## config.mk

```make
export PLATFORM = sky130hd
export DESIGN_NAME = bcd_sub_seq
export DESIGN_NICKNAME = d
export VERILOG_FILES = /design/src/rtl/bcd_pkg.sv /design/src/rtl/bcd_digit_sub.sv /design/src/rtl/bcd_sub_seq.sv
export SDC_FILE = /design/constraint.sdc
export NUM_CORES = 1
export LEC_CHECK = 0
export ABC_AREA = 0
export BUFFER_PORTS_ARGS = -buffer_cell sky130_fd_sc_hd__buf_2
export CAP_MARGIN = 25
export CORE_AREA = 2 2 104 106
export DETAILED_ROUTE_END_ITERATION = 12
export DIE_AREA = 0 0 106 108
export PLACE_DENSITY = 0.54
export SETUP_SLACK_MARGIN = 0.4
export SLEW_MARGIN = 20
export SYNTH_ARGS = -nofsm -noshare
export SYNTH_HDL_FRONTEND = slang
export SYNTH_SLANG_ARGS = --single-unit
```

## constraint.sdc

```tcl
create_clock -name clk -period 5.2 [get_ports clk]
set_input_delay 0.78 -clock clk [delete_from_list [all_inputs] [get_ports clk]]
set_output_delay 0.78 -clock clk [all_outputs]
set_load 0.02 [all_outputs]
```

## src/rtl/bcd_pkg.sv

```systemverilog
// Shared definitions for the decimal arithmetic unit: FSM states, BCD constants
// and digit legality check.
package bcd_pkg;

    typedef enum logic [1:0] {
        IDLE = 2'd0,
        SUB  = 2'd1,
        NEG  = 2'd2,
        DONE = 2'd3
    } state_t;

    localparam int BCD_MAX_DIGIT = 9;
    localparam int BCD_RADIX     = 10;

    function automatic logic is_bcd_digit(input logic [3:0] digit);
        return digit <= 4'(BCD_MAX_DIGIT);
    endfunction

endpackage

```

## src/rtl/bcd_digit_sub.sv

```systemverilog
// One BCD digit of subtraction with borrow: d = a - b - bin, folded back into
// 0..9 by adding the radix whenever the raw difference goes negative.
module bcd_digit_sub
    import bcd_pkg::*;
(
    input  logic [3:0] a,
    input  logic [3:0] b,
    input  logic       bin,
    output logic [3:0] d,
    output logic       bout
);

    logic signed [4:0] raw;
    logic signed [4:0] adj;

    always_comb begin
        raw  = $signed({1'b0, a}) - $signed({1'b0, b}) - $signed({4'b0000, bin});
        adj  = raw + $signed(5'(BCD_RADIX));
        bout = raw < 0;
        d    = bout ? adj[3:0] : raw[3:0];
    end

endmodule

```

## src/rtl/bcd_sub_seq.sv

```systemverilog
// Digit-serial |A - B| for packed BCD operands, LSD first. A final borrow
// triggers a second digit-serial pass that ten's-complements the result.
module bcd_sub_seq
    import bcd_pkg::*;
#(
    parameter int DIGITS = 4
) (
    input  logic                clk,
    input  logic                rst_n,
    input  logic                start,
    input  logic [4*DIGITS-1:0] bcd_a,
    input  logic [4*DIGITS-1:0] bcd_b,
    output logic                busy,
    output logic                done,
    output logic [4*DIGITS-1:0] bcd_diff,
    output logic                neg,
    output logic                err
);

    localparam int W     = 4 * DIGITS;
    localparam int CNT_W = (DIGITS > 1) ? $clog2(DIGITS) : 1;
    localparam logic [CNT_W-1:0] LAST = CNT_W'(DIGITS - 1);

    state_t           state;
    state_t           state_next;
    logic [W-1:0]     a_sh;
    logic [W-1:0]     b_sh;
    logic [W-1:0]     diff_sh;
    logic [W-1:0]     diff_shifted;
    logic [CNT_W-1:0] idx;
    logic             borrow;
    logic             bad;
    logic             neg_run;
    logic             in_bad;
    logic             last;

    logic [3:0]       sub_a;
    logic [3:0]       sub_b;
    logic [3:0]       sub_d;
    logic             sub_bout;

    always_comb begin
        in_bad = 1'b0;
        for (int i = 0; i < DIGITS; i++) begin
            if (!is_bcd_digit(bcd_a[4*i +: 4]) || !is_bcd_digit(bcd_b[4*i +: 4]))
                in_bad = 1'b1;
        end
    end

    // NEG reuses the same digit slice as 0 - diff[i] - borrow.
    always_comb begin
        sub_a = (state == NEG) ? 4'd0 : a_sh[3:0];
        sub_b = (state == NEG) ? diff_sh[3:0] : b_sh[3:0];
    end

    bcd_digit_sub u_digit (
        .a    (sub_a),
        .b    (sub_b),
        .bin  (borrow),
        .d    (sub_d),
        .bout (sub_bout)
    );

    // New digit enters at the top; after DIGITS shifts digit 0 sits in [3:0].
    assign diff_shifted = (diff_sh >> 4) | (W'(sub_d) << (W - 4));
    assign last         = (idx == LAST);
    assign busy         = (state == SUB) || (state == NEG);

    always_ff @(posedge clk or negedge rst_n) begin
        if (!rst_n) state <= IDLE;
        else        state <= state_next;
    end

    always_comb begin
        state_next = state;
        case (state)
            IDLE: if (start) state_next = SUB;
            SUB: begin
                if (bad)       state_next = DONE;
                else if (last) state_next = sub_bout ? NEG : DONE;
            end
            NEG:  if (last) state_next = DONE;
            DONE: state_next = IDLE;
            default: state_next = IDLE;
        endcase
    end

    always_ff @(posedge clk or negedge rst_n) begin
        if (!rst_n) begin
            a_sh     <= '0;
            b_sh     <= '0;
            diff_sh  <= '0;
            idx      <= '0;
            borrow   <= 1'b0;
            bad      <= 1'b0;
            neg_run  <= 1'b0;
            done     <= 1'b0;
            bcd_diff <= '0;
            neg      <= 1'b0;
            err      <= 1'b0;
        end else begin
            done <= (state == DONE);
            case (state)
                IDLE: begin
                    if (start) begin
                        a_sh     <= bcd_a;
                        b_sh     <= bcd_b;
                        diff_sh  <= '0;
                        idx      <= '0;
                        borrow   <= 1'b0;
                        bad      <= in_bad;
                        neg_run  <= 1'b0;
                        bcd_diff <= '0;
                        neg      <= 1'b0;
                        err      <= 1'b0;
                    end
                end
                SUB: begin
                    if (!bad) begin
                        diff_sh <= diff_shifted;
                        a_sh    <= a_sh >> 4;
                        b_sh    <= b_sh >> 4;
                        if (last) begin
                            idx     <= '0;
                            borrow  <= 1'b0;
                            neg_run <= sub_bout;
                        end else begin
                            idx    <= idx + 1'b1;
                            borrow <= sub_bout;
                        end
                    end
                end
                NEG: begin
                    diff_sh <= diff_shifted;
                    borrow  <= sub_bout;
                    idx     <= last ? '0 : idx + 1'b1;
                end
                DONE: begin
                    bcd_diff <= bad ? '0 : diff_sh;
                    neg      <= neg_run && !bad;
                    err      <= bad;
                end
                default: ;
            endcase
        end
    end

endmodule
```

==> impl_metrics.json, run 1 <==
{
  "nFillCells": 1015,
  "io_buffer_count": 54,
  "tightestPinTransition_ns": 0.670,
  "core_area_um2": 10200,
  "post-cts-setup-buffers": 0,
  "path_max_fanout": 10,
  "fin_skew_ns": 0.00674,
  "die_w_um": 106,
  "relSlewSlack_pct": 55.1,
  "cts-resized-gates": 0,
  "finalCriticalPeriod_ns": 3.05,
  "grt_pass1_vias": 2539,
  "rsz0062_at_grt": "false",
  "worstHoldPathType": "input port to async pin",
  "initial_core_util_pct": 34.3,
  "clockBufferDepth": 2,
  "area_growth_pct": 18.4,
  "drt_pass1_iterations": 4,
  "finalHoldViolations": 0,
  "required_ns": 5.44,
  "final.period_utilization_pct": 58.7,
  "ys_seq_area_share_pct": 52.7,
  "boundaryPins": 55,
  "layout-drive-gt1-share_pct": 20.7,
  "via_per_inst": 4.71,
  "synth_area_per_cell_um2": 9.90,
  "fin_nets": 452,
  "synth_seq_cells": 74,
  "clkTransAtPathRegs_ns": 0.08,
  "drt-initial-drc-count": 126,
  "peakVddDrop_mv": 0.226,
  "cts_made_buffers": 9,
  "synthTopCellsByCount": "nand2_1, dfrtp_1, o21ai_0",
  "timing.hold.ws_ns": 0.410,
  "vias": 2573,
  "antenna_found_initial": 0,
  "finalSetupTns_ns": 0,
  "drc": 0,
  "synth_ff_type": "dfrtp_1",
  "chipHeight_um": 108,
  "rows": 37,
  "dieArea_um2": 11400,
  "post_synth_num_cell_types": 37,
  "grt_pass1_wl_um": 12500,
  "synth_top_area_share_pct": 52.7,
  "syn_inst": 355,
  "critPathKind": "flip-flop to flip-flop",
  "async_flop_share_pct": 100,
  "syn_area_um2": 3510,
  "p_leak_nw": 2.01,
  "start_kind": "flip-flop",
  "cts_tree": "built",
  "fmax_mhz": 328,
  "end_kind": "flip-flop",
  "gr-total-overflow": 0,
  "ctsHtreeMaxLevel": 3,
  "yosysWarnings": 0,
  "avgRoutedWirePerCell_um": 13.1,
  "cts_root_buffer": "clkbuf_8",
  "slew_viol_final": 0,
  "hold_buffers": 0,
  "yosys.cell_count.top_type": "nand2_1",
  "yosys-top-cells-area": "dfrtp_1, nand2_1, o21ai_0",
  "maxCapViolations": 0,
  "diodes": 0,
  "ant_nets": 0,
  "gp_congestion": 0.793,
  "cellPowerDensity_nw_per_um2": 644,
  "synth_fp_nets": 402,
  "clk_latency_ns": 0.35,
  "setup_viol": 0,
  "clock-sinks": 74,
  "arrival_ns": 3.29,
  "place_hpwl_um": 4950,
  "synth_edf_count": 0,
  "grt_max_degree": 75,
  "yosysTopAreaCell": "dfrtp_1",
  "routed_wl_um": 7180,
  "gr-usage-all-layers_pct": 13.8,
  "status": "completed"
}
sequential cells by signal (all words and copies together) (netlist names):
register,count
neg,1
done,1
borrow,1
b_sh,16
a_sh,16
state,2
err,1
bcd_diff,16
idx,2
bad,1
diff_sh,16
neg_run,1
worst paths after layout:
| path | from | end | slack (ns) | cells after the start |
|---|---|---|---|---|
| setup / recovery | state[0] | diff_sh[14] | 2.15 | 11 |
| min in group clk | a_sh[1] | a_sh[1] | 0.48 | 2 |
| setup reg to reg | state[0] | diff_sh[14] | 2.15 | 11 |
| max in group asynchronous | rst_n | a_sh[10] | 4.23 | 3 |
| hold / removal | rst_n | bcd_diff[4] | 0.41 | 2 |
| hold reg to reg | a_sh[1] | a_sh[1] | 0.48 | 2 |
cells in the final DEF (no fill, tap or decap), drive strengths merged, types with 3 or more instances in the layout:
| cell type | n |
|---|---|
| nand3 | 13 |
| buf | 60 |
| a21oi | 6 |
| clkbuf | 10 |
| ha | 10 |
| a22o | 9 |
| dfrtp | 74 |
| inv | 8 |
| nand2b | 6 |
| mux2 | 3 |
| o21ai | 55 |
| bufinv | 3 |
| nand2 | 97 |
| mux2i | 26 |
| o211ai | 3 |
metrics by stage:
step	total power, mW	utilization (%)	instances	cell area, µm²	worst slack, ns
floorplan	1.92	-	355	3510	2.43
global placement	2.09	37.7	527	3860	2.25
detailed placement	2.14	37.8	528	3870	2.17
CTS	2.70	40.3	544	4120	2.13
global route	2.91	40.7	546	4160	1.91
finish	2.68	40.7	546	4160	2.15
kinds of logic after synthesis:
kind of cell               synth area share (%)
and+or+nand+nor                            15.3
AOI/OAI and AO/OA                          13.6
DFF                                        52.7
buffers and inverters                      4.31
muxes                                      8.37
adders and majority gates                  4.70
xor gates and xnor gates                  0.997
report_power, final:
part           internal, mW  leakage [nW]  switching (mW)
sequential            0.758         0.974           0.112
combinational         0.487         0.919           0.760
clock                 0.333         0.119           0.228
total                  1.58          2.01            1.10
layer usage:
layer / wire length (µm) / vias up / global-route usage [%]
met4: 122 / 0 / 5.92
met5: 0 / - / 0
met1: 3670 / 1190 / 19.3
met2: 3070 / 62 / 20.8
met3: 317 / 10 / 3.07
li1: - / 1311 / -
worst max-delay path, cell delays in order, from the launching register on:
cell and delay (ns):
dfrtp_1 0.44, inv_1 0.13, ha_1 0.38, mux2_2 0.39, fa_1 0.38, inv_1 0.11, fa_1 0.21, nand2b_1 0.14
a211o_1 0.14, and2_1 0.31, mux2i_1 0.22, o21ai_0 0.08
layout make-up:
class / instances / area [µm²] / area share (%)
flip-flops and latches: 74 / 1850 / 44.5
well taps: 136 / 170 / 4.09
repair buffers: 60 / 339 / 8.15
clock inverters: 6 / 114 / 2.74
inverters: 8 / 30.0 / 0.722
clock buffers: 10 / 138 / 3.31
multi-input cells: 252 / 1520 / 36.5
Power figures use the tool's default switching activity.
==> inputs of run 2 (changes only) <==
--- a/config.mk
+++ b/config.mk
@@ -5,12 +5,12 @@
 export SDC_FILE = /design/constraint.sdc
 export NUM_CORES = 1
 export LEC_CHECK = 0
-export ABC_AREA = 0
+export ABC_AREA = 1
 export BUFFER_PORTS_ARGS = -buffer_cell sky130_fd_sc_hd__buf_2
 export CAP_MARGIN = 25
-export CORE_AREA = 2 2 104 106
+export CORE_AREA = 2 2 106 108
 export DETAILED_ROUTE_END_ITERATION = 12
-export DIE_AREA = 0 0 106 108
+export DIE_AREA = 0 0 108 110
 export PLACE_DENSITY = 0.54
 export SETUP_SLACK_MARGIN = 0.4
 export SLEW_MARGIN = 20
==> constraint.sdc (replaced) <==
create_clock -name clk -period 2.88 [get_ports clk]
set_input_delay 0.432 -clock clk [delete_from_list [all_inputs] [get_ports clk]]
set_output_delay 0.432 -clock clk [all_outputs]
set_load 0.02 [all_outputs]
==> impl_metrics.json, run 2 <==
{
  "core_area_um2": 10700,
  "worstHoldPathType": "input port to async pin",
  "nFillCells": 1141,
  "maxCapViolations": 0,
  "syn_area_um2": 3690,
  "synth_top_area_share_pct": 50.2,
  "dieArea_um2": 11900,
  "synthTopCellsByCount": "nand2_1, dfrtp_1, inv_1",
  "drt_pass1_iterations": 4,
  "end_kind": "flip-flop",
  "p_int_mw": 2.78,
  "fin_area_um2": 4350,
  "drt-initial-drc-count": 82,
  "rows": 38,
  "synth_fp_nets": 480,
  "die_w_um": 108,
  "initial_core_util_pct": 34.5,
  "cts_root_buffer": "clkbuf_8",
  "synth_edf_count": 0,
  "final_common_cell": "nand2_1",
  "routed_wl_um": 8140,
  "hold_buffers": 0,
  "place_area_um2": 4060,
  "tightestPinTransition_ns": 0.693,
  "clkTransAtPathRegs_ns": 0.09,
  "net-switching-power_mw": 2.37,
  "syn_inst": 433,
  "place_ws_ns": 0.278,
  "yosys-top-cells-area": "dfrtp_1, nand2_1, o21ai_0",
  "setup_viol": 0,
  "cts_made_buffers": 9,
  "fin_nets": 536,
  "final_cell_mix": "nand2_1, dfrtp_1, buf_2",
  "synth_seq_cells": 74,
  "yosys.cell_count.top_type": "nand2_1",
  "gr-usage-all-layers_pct": 15.0,
  "async_flop_share_pct": 100,
  "status": "completed",
  "clock_power_share_pct": 16.8,
  "via_per_inst": 4.71,
  "grt_max_degree": 75,
  "path_max_fanout": 9,
  "cts_tree": "built",
  "drc": 0,
  "relSlewSlack_pct": 53.6,
  "boundaryPins": 55,
  "critPathKind": "flip-flop to flip-flop",
  "gp_congestion": 0.820,
  "finalCriticalPeriod_ns": 2.33,
  "p_seq_share_pct": 31.8,
  "antenna_found_initial": 0,
  "p_total_mw": 5.16,
  "grt_pass1_vias": 2950,
  "layout-drive-gt1-share_pct": 22.3,
  "diodes": 0,
  "ys_seq_area_share_pct": 50.2,
  "finalSetupTns_ns": 0,
  "finalNonFillerCells": 634,
  "final.period_utilization_pct": 81.0,
  "setup_slack_ns": 0.547,
  "numPlacedInstances": 614,
  "yosysTopAreaCell": "dfrtp_1",
  "timing.hold.ws_ns": 0.0878,
  "place_hpwl_um": 5610,
  "required_ns": 3.12,
  "rsz0062_at_grt": "false",
  "grt_pass1_wl_um": 14000,
  "start_kind": "flip-flop",
  "post-route-util_pct": 40.7,
  "synth_ff_type": "dfrtp_1",
  "yosysWarnings": 0,
  "post_synth_num_cell_types": 29,
  "ant_nets": 0,
  "cellPowerDensity_nw_per_um2": 1180,
  "netSwitchingFraction_pct": 46.0,
  "fmax_mhz": 429,
  "avgRoutedWirePerCell_um": 12.8,
  "fin_skew_ns": 0.0106,
  "chipHeight_um": 110,
  "area_growth_pct": 17.9,
  "arrival_ns": 2.58,
  "slew_viol_final": 0,
  "vias": 2983,
  "p_leak_nw": 2.18,
  "clockBufferDepth": 2,
  "ctsHtreeMaxLevel": 3,
  "clock-sinks": 74,
  "io_buffer_count": 54,
  "gr-total-overflow": 0,
  "clk_latency_ns": 0.35,
  "comb_power_share_pct": 51.4,
  "finalHoldViolations": 0,
  "peakVddDrop_mv": 0.435,
  "synth_area_per_cell_um2": 8.52
}
run 2: cell types whose count changed after synthesis, sizes merged, moves of 3 or more:
cell    previous run  this run
nand3             13        38
nand2             97       100
nand2b             6         0
mux2i             26         0
o31ai              1        15
nor2               2        39
inv                8        60
clkbuf            10         6
mux2               3         0
o22ai              0         7
a22o               9         1
run 2: repair_timing:
item | 4_1_cts | 5_1_grt
gates resized for setup | 2 | 6
setup buffers | 1 | 2
setup endpoints to repair | 5 | 12
pin swaps | 0 | 1
run 2: layer usage:
layer / global-route usage (%) / wire (µm) / up-vias
met1: 19.1 / 3940 / 1398
met2: 25.5 / 3820 / 64
met3: 3.12 / 291 / 10
li1: - / - / 1511
met5: 0 / 0 / -
met4: 5.31 / 93 / 0
run 2: critical path, cell delays in order (launching register included):
cell,delay [ns]
dfrtp_1,0.40
inv_2,0.10
ha_4,0.18
inv_4,0.06
nand2_2,0.06
nand2_2,0.05
fa_1,0.39
inv_2,0.08
fa_1,0.42
ha_1,0.28
inv_1,0.05
nand2_1,0.05
nand2_1,0.06
o21ai_1,0.05
run 2: kinds of logic after synthesis:
family                     synth area share (%)
AOI/OAI and AO/OA                          15.1
adders and majority gates                  4.47
DFF                                        50.2
and+or+nand+nor                            20.9
buffers and inverters                      9.36
run 2: area by class of cell:
type	instances	area, µm²	area share, %
clock buffers	10	138	3.16
clock inverters	6	71.3	1.64
inverters	62	240	5.52
multi-input cells	280	1530	35.1
flip-flops and latches	74	1850	42.5
well taps	140	175	4.02
repair buffers	62	350	8.05
run 2: worst paths after layout:
| path | start | end | slack (ns) | cells past startpoint |
|---|---|---|---|---|
| max | state[0] | diff_sh[14] | 0.55 | 13 |
| min | rst_n | bcd_diff[8] | 0.09 | 2 |
| max reg2reg | state[0] | diff_sh[14] | 0.55 | 13 |
| min reg2reg | a_sh[15] | a_sh[15] | 0.48 | 2 |
| max in group asynchronous | rst_n | a_sh[12] | 2.23 | 3 |
| min in group clk | bcd_a[14] | a_sh[14] | 0.32 | 3 |
run 2: power by group through the flow:
stage / clock network (mW) / logic (mW) / registers (mW)
finish: 0.866 / 2.65 / 1.64
global route: 0.928 / 3.07 / 1.69
detailed placement: 0 / 2.56 / 1.66
global placement: 0 / 2.50 / 1.65
CTS: 0.887 / 2.59 / 1.64
floorplan: 0 / 2.10 / 1.61
==> inputs of run 3 (changes only) <==
--- a/config.mk
+++ b/config.mk
@@ -11,7 +11,7 @@
 export CORE_AREA = 2 2 106 108
 export DETAILED_ROUTE_END_ITERATION = 12
 export DIE_AREA = 0 0 108 110
-export PLACE_DENSITY = 0.54
+export PLACE_DENSITY = 0.56
 export SETUP_SLACK_MARGIN = 0.4
 export SLEW_MARGIN = 20
 export SYNTH_ARGS = -nofsm -noshare
==> constraint.sdc (replaced) <==
create_clock -name clk -period 1.9 [get_ports clk]
set_input_delay 0.285 -clock clk [delete_from_list [all_inputs] [get_ports clk]]
set_output_delay 0.285 -clock clk [all_outputs]
set_load 0.02 [all_outputs]
==> impl_metrics.json, run 3 (synthesized netlist as in run 2, its figures left out) <==
{
  "status": "finished, violations left",
  "violations": "negative setup slack",
  "post-route-util_pct": 52.3,
  "numPlacedInstances": 635,
  "fin_skew_ns": 0.0123,
  "setup_slack_ns": -0.408,
  "fin_nets": 596,
  "relSlewSlack_pct": 60.8,
  "maxCapViolations": 0,
  "setup_viol": 28,
  "start_kind": "flip-flop",
  "fmax_mhz": 433,
  "clk_latency_ns": 0.36,
  "drt-initial-drc-count": 127,
  "gr-total-overflow": 0,
  "worstHoldPathType": "input port to flip-flop",
  "crit_slowest_cell": "fa_2",
  "routed_wl_um": 10200,
  "drt_pass1_iterations": 4,
  "required_ns": 2.18,
  "core_area_um2": 10700,
  "finalCriticalPeriod_ns": 2.31,
  "regArea_um2": 1850,
  "arrival_ns": 2.59,
  "slew_viol_final": 0,
  "rsz0062_at_grt": "true",
  "area_growth_pct": 51.7,
  "place_hpwl_um": 5960,
  "cts_tree": "built",
  "ctsHtreeMaxLevel": 3,
  "rows": 38,
  "vias": 3339,
  "peakVddDrop_mv": 0.796,
  "p_leak_nw": 2.69,
  "netSwitchingFraction_pct": 43.6,
  "diodes": 0,
  "grt_max_degree": 42,
  "via_per_inst": 4.81,
  "cts_root_buffer": "clkbuf_8",
  "cts_made_buffers": 9,
  "layout-drive-gt1-share_pct": 40.3,
  "end_kind": "flip-flop",
  "cp_common_cell": "inv_2",
  "initial_core_util_pct": 34.5,
  "cellPowerDensity_nw_per_um2": 2150,
  "ant_nets": 0,
  "die_w_um": 108,
  "nFillCells": 983,
  "drc": 0,
  "multi_input_area_um2": 1960,
  "io_buffer_count": 54,
  "tightestPinTransition_ns": 0.588,
  "p_int_mw": 6.78,
  "p_seq_share_pct": 20.9,
  "finalNonFillerCells": 694,
  "path_max_fanout": 5,
  "clock_power_share_pct": 10.5,
  "place_ws_ns": -0.347,
  "clockBufferDepth": 2,
  "net-switching-power_mw": 5.23,
  "clkTransAtPathRegs_ns": 0.08,
  "gr-usage-all-layers_pct": 17.8,
  "finalHoldViolations": 0,
  "boundaryPins": 55,
  "final.period_utilization_pct": 121,
  "antenna_found_initial": 0,
  "comb_power_share_pct": 68.5,
  "cpPeakStageDelay_ns": 0.47,
  "gp_congestion": 0.800,
  "path_cells": "inv_2 -> ha_4 -> clkinv_4 -> nand2_4 -> nand2_4 -> fa_2 -> inv_2 -> fa_2 -> ha_4 -> inv_2 -> nand2_2 -> nand2_1 -> o21ai_1",
  "dieArea_um2": 11900,
  "clock-sinks": 74,
  "grt_pass1_wl_um": 16300,
  "chipHeight_um": 110,
  "critPathKind": "flip-flop to flip-flop",
  "timing.hold.ws_ns": 0.173,
  "grt_pass1_vias": 3292,
  "final_cell_mix": "nand2_1, dfrtp_1, buf_2",
  "avgRoutedWirePerCell_um": 14.7
}
-- run 3: cell types whose count changed in the layout (fill, tap and decap cells not counted), moves of 8 or more --
cell / previous run / this run
buf_4: 7 / 31
nand2_1: 95 / 74
buf_12: 0 / 8
o31ai_4: 0 / 10
buf_6: 0 / 15
nand2_4: 1 / 9
o21ai_0: 49 / 22
nand2_2: 4 / 15
o21ai_1: 6 / 30
-- run 3: path summary, 6_finish.rpt --
path / slack, ns / to / from / depth (start not counted)
min reg2reg: 0.47 / b_sh[13] / b_sh[13] / 2
max in group asynchronous: 0.87 / diff_sh[14] / rst_n / 3
min: 0.17 / b_sh[15] / bcd_b[15] / 3
max reg2reg: -0.41 / diff_sh[14] / state[0] / 13
max: -0.41 / diff_sh[14] / state[0] / 13
min in group asynchronous: 0.47 / bcd_diff[3] / rst_n / 2
-- run 3: what timing repair did --
item / CTS / global route
resized for setup: 79 / 69
pin swaps: 15 / 23
setup endpoints to repair: 74 / 74
endpoints found under the hold margin: 19 / 0
buffers inserted: 17 / 12
hold buffers: 1 / 0
gates cloned: 10 / 3
-- run 3: metal layers --
metal	GRT usage (%)	share of wire, %	vias to the layer above
met3	3.23	3.2	9
li1	-	-	1648
met1	21.6	43	1611
met5	0	0	-
met4	5.31	1.1	0
met2	32.1	53	71
-- run 3: through the flow --
stage	total power [mW]	instance area [µm²]	TNS, ns
5_1_grt	12.9	5600	-7.41
4_1_cts	10.5	5200	-1.61
2_1_floorplan	5.71	3720	-1.47
3_5_place_dp	7.04	4320	-1.82
3_3_place_gp	6.95	4320	-1.51
6_report	12.0	5600	-3.66
-- run 3: critical path: cells and delay by family (launching register included) --
kind / cells / cell delay (ns)
adders and majority gates: 4 / 1.24
DFF: 1 / 0.40
buffers and inverters: 4 / 0.27
and+or+nand+nor: 4 / 0.18
AOI/OAI and AO/OA: 1 / 0.12
-- run 3: power groups by stage --
| stage | combinational, mW | sequential, mW | clock [mW] |
|---|---|---|---|
| floorplan | 3.27 | 2.44 | 0 |
| global placement | 4.46 | 2.49 | 0 |
| detailed placement | 4.54 | 2.50 | 0 |
| CTS | 6.75 | 2.48 | 1.30 |
| global route | 8.93 | 2.58 | 1.36 |
| finish | 8.23 | 2.52 | 1.27 |
-- run 3: cell type report --
type	count	share of cell area [%]
Clock inverter	6	1.16
Clock buffer	10	2.46
Inverter	62	4.69
Timing Repair Buffer	120	20.5
Multi-Input combinational cell	282	35.0
Sequential cell	74	33.1
Tap cell	140	3.13
